<file path="config.mk">
export PLATFORM = sky130hd
export DESIGN_NAME = serial_adder_flat
export DESIGN_NICKNAME = d
export VERILOG_FILES = /design/src/rtl/serial_adder_if.sv /design/src/rtl/serial_adder.sv /design/src/flat_wrapper.sv
export SDC_FILE = /design/constraint.sdc
export NUM_CORES = 1
export LEC_CHECK = 0
export CAP_MARGIN = 10
export CELL_PAD_IN_SITES_DETAIL_PLACEMENT = 0
export CELL_PAD_IN_SITES_GLOBAL_PLACEMENT = 1
export CORE_MARGIN = 1
export CORE_UTILIZATION = 43
export CTS_BUF_LIST = sky130_fd_sc_hd__clkbuf_4
export CTS_CLUSTER_SIZE = 12
export DETAILED_ROUTE_END_ITERATION = 16
export PLACE_DENSITY = 0.91
export SLEW_MARGIN = 20
export SYNTH_ARGS = -nofsm -noshare
export SYNTH_HDL_FRONTEND = slang
export SYNTH_SLANG_ARGS = --single-unit
</file>
<file path="constraint.sdc">
create_clock -name i_clk -period 2.7 [get_ports i_clk]
set_clock_uncertainty 0.1 [all_clocks]
set_input_delay 0.54 -clock i_clk [delete_from_list [all_inputs] [get_ports i_clk]]
set_output_delay 0.54 -clock i_clk [all_outputs]
set_load 0.01 [all_outputs]
</file>
<file path="src/rtl/serial_adder_if.sv">
// Start/operand/result bundle for serial_adder. The requester drives the
// master side and the adder implements the slave side.
interface serial_adder_if #(
    parameter int WIDTH = 16
);
    logic             i_start;
    logic             i_sub;
    logic [WIDTH-1:0] i_a;
    logic [WIDTH-1:0] i_b;
    logic             i_cin;
    logic             o_busy;
    logic             o_done;
    logic [WIDTH-1:0] o_result;
    logic             o_cout;
    logic             o_overflow;

    modport master (
        output i_start, i_sub, i_a, i_b, i_cin,
        input  o_busy, o_done, o_result, o_cout, o_overflow
    );

    modport slave (
        input  i_start, i_sub, i_a, i_b, i_cin,
        output o_busy, o_done, o_result, o_cout, o_overflow
    );
endinterface

</file>
<file path="src/rtl/serial_adder.sv">
// Multi-cycle adder/subtractor: one DIGIT-bit ripple slice is reused over
// WIDTH/DIGIT cycles, least-significant digit first, with a registered carry.
module serial_adder #(
    parameter int WIDTH = 16,
    parameter int DIGIT = 4
) (
    input  logic           i_clk,
    input  logic           i_rst,
    serial_adder_if.slave  bus
);
    localparam int N     = WIDTH / DIGIT;
    localparam int CNT_W = (N > 1) ? $clog2(N) : 1;

    typedef enum logic [1:0] {IDLE, RUN, DONE} state_e;

    state_e             state_q, state_d;
    logic [WIDTH-1:0]   a_q, a_d;
    logic [WIDTH-1:0]   b_q, b_d;
    logic [WIDTH-1:0]   sum_q, sum_d;
    logic [WIDTH-1:0]   result_q, result_d;
    logic [CNT_W-1:0]   cnt_q, cnt_d;
    logic               carry_q, carry_d;
    logic               cout_q, cout_d;
    logic               ov_q, ov_d;

    logic [DIGIT:0]       digit_sum;
    logic                 c_msb;
    logic [WIDTH+DIGIT-1:0] sum_shifted;
    logic                 last_digit;

    // One digit slice: the carry into the slice MSB is recovered from s ^ a ^ b.
    assign digit_sum   = {1'b0, a_q[DIGIT-1:0]} + {1'b0, b_q[DIGIT-1:0]}
                       + {{DIGIT{1'b0}}, carry_q};
    assign c_msb       = digit_sum[DIGIT-1] ^ a_q[DIGIT-1] ^ b_q[DIGIT-1];
    assign sum_shifted = {digit_sum[DIGIT-1:0], sum_q} >> DIGIT;
    assign last_digit  = (cnt_q == CNT_W'(N - 1));

    always_comb begin
        // NOTE: every _d takes its _q value first so no path through the case leaves it unassigned (no latch).
        state_d  = state_q;
        a_d      = a_q;
        b_d      = b_q;
        sum_d    = sum_q;
        result_d = result_q;
        cnt_d    = cnt_q;
        carry_d  = carry_q;
        cout_d   = cout_q;
        ov_d     = ov_q;

        case (state_q)
            IDLE, DONE: begin
                if (bus.i_start) begin
                    a_d     = bus.i_a;
                    b_d     = bus.i_sub ? ~bus.i_b : bus.i_b;
                    carry_d = bus.i_sub ^ bus.i_cin;
                    sum_d   = '0;
                    cnt_d   = '0;
                    state_d = RUN;
                end
            end
            RUN: begin
                a_d     = a_q >> DIGIT;
                b_d     = b_q >> DIGIT;
                sum_d   = sum_shifted[WIDTH-1:0];
                carry_d = digit_sum[DIGIT];
                cnt_d   = cnt_q + CNT_W'(1);
                if (last_digit) begin
                    result_d = sum_shifted[WIDTH-1:0];
                    cout_d   = digit_sum[DIGIT];
                    ov_d     = c_msb ^ digit_sum[DIGIT];
                    state_d  = DONE;
                end
            end
            default: state_d = IDLE;
        endcase
    end

    // NOTE: sequential state uses non-blocking assignments so all registers update together at the edge.
    always_ff @(posedge i_clk or posedge i_rst) begin
        if (i_rst) begin
            state_q  <= IDLE;
            a_q      <= '0;
            b_q      <= '0;
            sum_q    <= '0;
            result_q <= '0;
            cnt_q    <= '0;
            carry_q  <= 1'b0;
            cout_q   <= 1'b0;
            ov_q     <= 1'b0;
        end else begin
            state_q  <= state_d;
            a_q      <= a_d;
            b_q      <= b_d;
            sum_q    <= sum_d;
            result_q <= result_d;
            cnt_q    <= cnt_d;
            carry_q  <= carry_d;
            cout_q   <= cout_d;
            ov_q     <= ov_d;
        end
    end

    assign bus.o_busy     = (state_q == RUN);
    assign bus.o_done     = (state_q == DONE);
    assign bus.o_result   = result_q;
    assign bus.o_cout     = cout_q;
    assign bus.o_overflow = ov_q;
endmodule
</file>
<file path="src/flat_wrapper.sv">
// flat-port wrapper written by rule: the top's interface ports become plain ports
module serial_adder_flat 
#(
    parameter int WIDTH = 16,
    parameter int DIGIT = 4
)
  (i_clk, i_rst, bus_i_start, bus_i_sub, bus_i_a, bus_i_b, bus_i_cin, bus_o_busy, bus_o_done, bus_o_result, bus_o_cout, bus_o_overflow);
  serial_adder_if #(.WIDTH(WIDTH)) bus_i ();
  input  logic i_clk;
  input  logic i_rst;
  input wire logic [$bits(bus_i.i_start)-1:0] bus_i_start;
  input wire logic [$bits(bus_i.i_sub)-1:0] bus_i_sub;
  input wire logic [$bits(bus_i.i_a)-1:0] bus_i_a;
  input wire logic [$bits(bus_i.i_b)-1:0] bus_i_b;
  input wire logic [$bits(bus_i.i_cin)-1:0] bus_i_cin;
  output wire logic [$bits(bus_i.o_busy)-1:0] bus_o_busy;
  output wire logic [$bits(bus_i.o_done)-1:0] bus_o_done;
  output wire logic [$bits(bus_i.o_result)-1:0] bus_o_result;
  output wire logic [$bits(bus_i.o_cout)-1:0] bus_o_cout;
  output wire logic [$bits(bus_i.o_overflow)-1:0] bus_o_overflow;
  assign bus_i.i_start = bus_i_start;
  assign bus_i.i_sub = bus_i_sub;
  assign bus_i.i_a = bus_i_a;
  assign bus_i.i_b = bus_i_b;
  assign bus_i.i_cin = bus_i_cin;
  assign bus_o_busy = bus_i.o_busy;
  assign bus_o_done = bus_i.o_done;
  assign bus_o_result = bus_i.o_result;
  assign bus_o_cout = bus_i.o_cout;
  assign bus_o_overflow = bus_i.o_overflow;
  serial_adder #(.WIDTH(WIDTH), .DIGIT(DIGIT)) u_core (.i_clk(i_clk), .i_rst(i_rst), .bus(bus_i));
endmodule
</file>
==> impl_metrics.tcl <==
set metrics [dict create \
    status "complete, no violations" \
    syn_to_final_growth_pct 25.1 \
    yosysSeqAreaShare 0.561 \
    end_kind "output pin" \
    core-area_mm2 0.00676 \
    p_seq_frac 0.394 \
    via_per_inst 5.07 \
    cts_tree "yes" \
    fillers 576 \
    final_area_mm2 0.00374 \
    setup_viol 0 \
    ant_nets 0 \
    r2r_cells 8 \
    worst-path-stages 3 \
    hold_buffers 0 \
    synth_cell_type_count 29 \
    gp_congestion 0.792 \
    synth_area_leaders "dfrtp_1 (56%), xnor2_1 (5.6%), mux2_4 (5.5%)" \
    wire_per_inst_um 13.8 \
    pwr-share-clk 0.164 \
    r2r_slack_ns 0.40 \
    p_leak_nw 1.71 \
    totalWireLength_um 5280 \
    layout-drive-gt1-share 0.138 \
    yosys_most_used_dff "dfrtp_1" \
    hold_depth 2 \
    syn_inst 244 \
    die-area_mm2 0.00729 \
    clkLatencyLatePin_ns 0.40 \
    fin_tns_setup_ns 0 \
    synth_edf_count 0 \
    cts_setup_buffers 0 \
    syn_avg_cell_area_um2 12.3 \
    drv_slew 0 \
    final_util 0.554 \
    worstMarginPinSlew_ns 0.960 \
    switching_share 0.352 \
    async_flop_share 1.00 \
    arrival_ns 1.87 \
    dpl-instance-area_mm2 0.00359 \
    cts_resized 0 \
    cpMaxStageDelayCell "clkdlybuf4s50_1" \
    power_density_mw_per_mm2 1160 \
    grt_max_degree 68 \
    yosysTopAreaCell "dfrtp_1" \
    critPathRequiredTime_ns 2.06 \
    die_width_um 85.4 \
    place_inst 368 \
    synth-seq-cells 67 \
    maxCapViolations 0 \
    period_minus_slack_ns 2.51 \
    htreeDepth 3 \
    cts_buffer_depth 2 \
    ios 57 \
    overflow 0 \
    combPwrFrac 0.442 \
    critPathTopFamily "buffers and inverters" \
    final_cell_count_no_fill 384 \
    vias 1948 \
    cts_sinks 67 \
    mappedNetlistNets 287 \
    crit_chain "nand2b_2 > inv_4 > clkdlybuf4s50_1" \
    portBuffers 56 \
    clk_pin_slew_ns 0.10 \
    ys_warn_count 0 \
    p_switching_w 0.00153 \
    dp_hpwl_um 3600 \
    criticalPathCategory "flop to output pin" \
    track_usage 0.165 \
    num_rows 30 \
    first_global_vias 1906 \
    synthDominantCellAreaShare 0.561 \
    min_period_over_period 0.929 \
    crit_fanout 23 \
    dr.pass1.iters 4 \
    slowest_delay_ns 0.59 \
    drt-initial-drc-count 84 \
    cts_buffers 9 \
    vdd_drop_max_mv 0.426 \
    hp-class "flop to flop" \
    final_nets 342 \
    die_h_um 85.4 \
    grt_pass1_wl_um 9320 \
    antenna_cells 0 \
    synthesis.area_mm2 0.00299 \
    route.detailed.drc 0 \
    ctsRootBufferMaster "clkbuf_4" \
    crit_path_start_kind "flop" \
    initial_core_util 0.443 \
    hold_violations 0 \
    power.internal_w 0.00281 \
    rsz0062_at_grt "false" \
    antenna_found_initial 0 \
    fmax_mhz 399 \
    relSlewSlack 0.358 \
    timing.critical_path.buf_inv 2 \
]
-- power by group through the flow --
stage | clock network [W] | logic, W | registers [W]
6_report | 0.000712 | 0.00192 | 0.00171
5_1_grt | 0.000784 | 0.00214 | 0.00177
4_1_cts | 0.000736 | 0.00195 | 0.00171
3_5_place_dp | 0 | 0.00194 | 0.00173
3_3_place_gp | 0 | 0.00187 | 0.00171
2_1_floorplan | 0 | 0.00141 | 0.00172
-- routing by layer --
layer | up-vias | global-route usage | part of all wire
met5 | - | 0 | 0
met4 | 0 | 0.0500 | 0.015
met3 | 7 | 0.0545 | 0.053
met2 | 61 | 0.249 | 0.46
met1 | 917 | 0.227 | 0.47
li1 | 963 | - | -
-- state kept, by name (all words and copies together) (netlist names) --
name	cells
u_core.bus.o_overflow	1
u_core.state_q	2
u_core.bus.o_result	16
u_core.a_q	16
u_core.bus.o_cout	1
u_core.cnt_q	2
u_core.carry_q	1
u_core.b_q	16
u_core.sum_q	12
-- layout make-up --
cell class | count | area, um^2 | area share
Multi-Input combinational cell | 153 | 1170 | 0.314
Tap cell | 80 | 100 | 0.0268
Sequential cell | 67 | 1680 | 0.448
Clock inverter | 6 | 80.1 | 0.0214
Clock buffer | 10 | 75.1 | 0.0201
Inverter | 8 | 32.5 | 0.00870
Timing Repair Buffer | 60 | 603 | 0.161
-- cells by family (layout without fill, tap and decap cells) --
kind of cell | after synthesis | count (layout) | share of synthesized area
XOR/XNOR | 22 | 22 | 0.0669
flip-flops | 67 | 67 | 0.561
AO/OA/AOI/OAI | 57 | 57 | 0.149
buffers and inverters | 24 | 84 | 0.0469
multiplexers | 14 | 14 | 0.0665
AND/OR/NAND/NOR | 54 | 54 | 0.0795
adder cells (fa/ha/maj) | 6 | 6 | 0.0301
-- through the flow --
step                total power [W]  hold WS (ns)  setup WS (ns)
floorplan                   0.00313         0.346          0.377
global placement            0.00359         0.359          0.342
detailed placement          0.00367         0.363          0.280
CTS                         0.00440         0.388          0.156
global route                0.00469         0.407         0.0611
finish                      0.00434         0.386          0.191
-- worst min-delay path, cell delays in order, from the launching register on --
cell	delay (ns)
dfrtp_1	0.36
nand2_1	0.05
nand2_1	0.05
-- path summary, 6_finish.rpt --
path / startpoint / endpoint
setup / recovery: u_core.state_q[1] / bus_o_busy
hold / removal: u_core.a_q[8] / u_core.a_q[8]
setup reg to reg: u_core.carry_q / u_core.bus.o_overflow
hold reg to reg: u_core.a_q[8] / u_core.a_q[8]
max in group asynchronous: i_rst / u_core.a_q[9]
min in group asynchronous: i_rst / u_core.bus.o_result[0]
-- Yosys cell counts (2+ instances only) --
| master | instances |
|---|---|
| nand2b_1 | 3 |
| mux2_4 | 11 |
| dfrtp_1 | 67 |
| buf_2 | 8 |
| a22oi_1 | 11 |
| buf_4 | 6 |
| nor3_1 | 2 |
| a221o_1 | 14 |
| xor2_1 | 2 |
| inv_1 | 7 |
| ha_1 | 4 |
| mux2_2 | 3 |
| nand2_1 | 32 |
| xnor2_1 | 19 |
| nor2_1 | 13 |
| o21ai_0 | 13 |
| buf_6 | 2 |
| a22o_1 | 15 |
| fa_1 | 2 |
-- cells in the final DEF (no fill, tap or decap), types with 2 or more instances in the layout --
master           synthesis  layout
dfrtp_1                 67      67
clkdlybuf4s50_1          0      56
nand2_1                 32      32
xnor2_1                 19      19
a22o_1                  15      15
a221o_1                 14      14
o21ai_0                 13      13
nor2_1                  13      13
mux2_4                  11      11
a22oi_1                 11      11
clkbuf_4                 0      10
inv_1                    7       6
ha_1                     4       4
clkinv_2                 0       4
nand2b_1                 3       3
mux2_2                   3       3
buf_4                    6       3
nor3_1                   2       2
xor2_1                   2       2
fa_1                     2       2
bufinv_16                0       2
No activity file was read; power rests on OpenSTA's default activity.
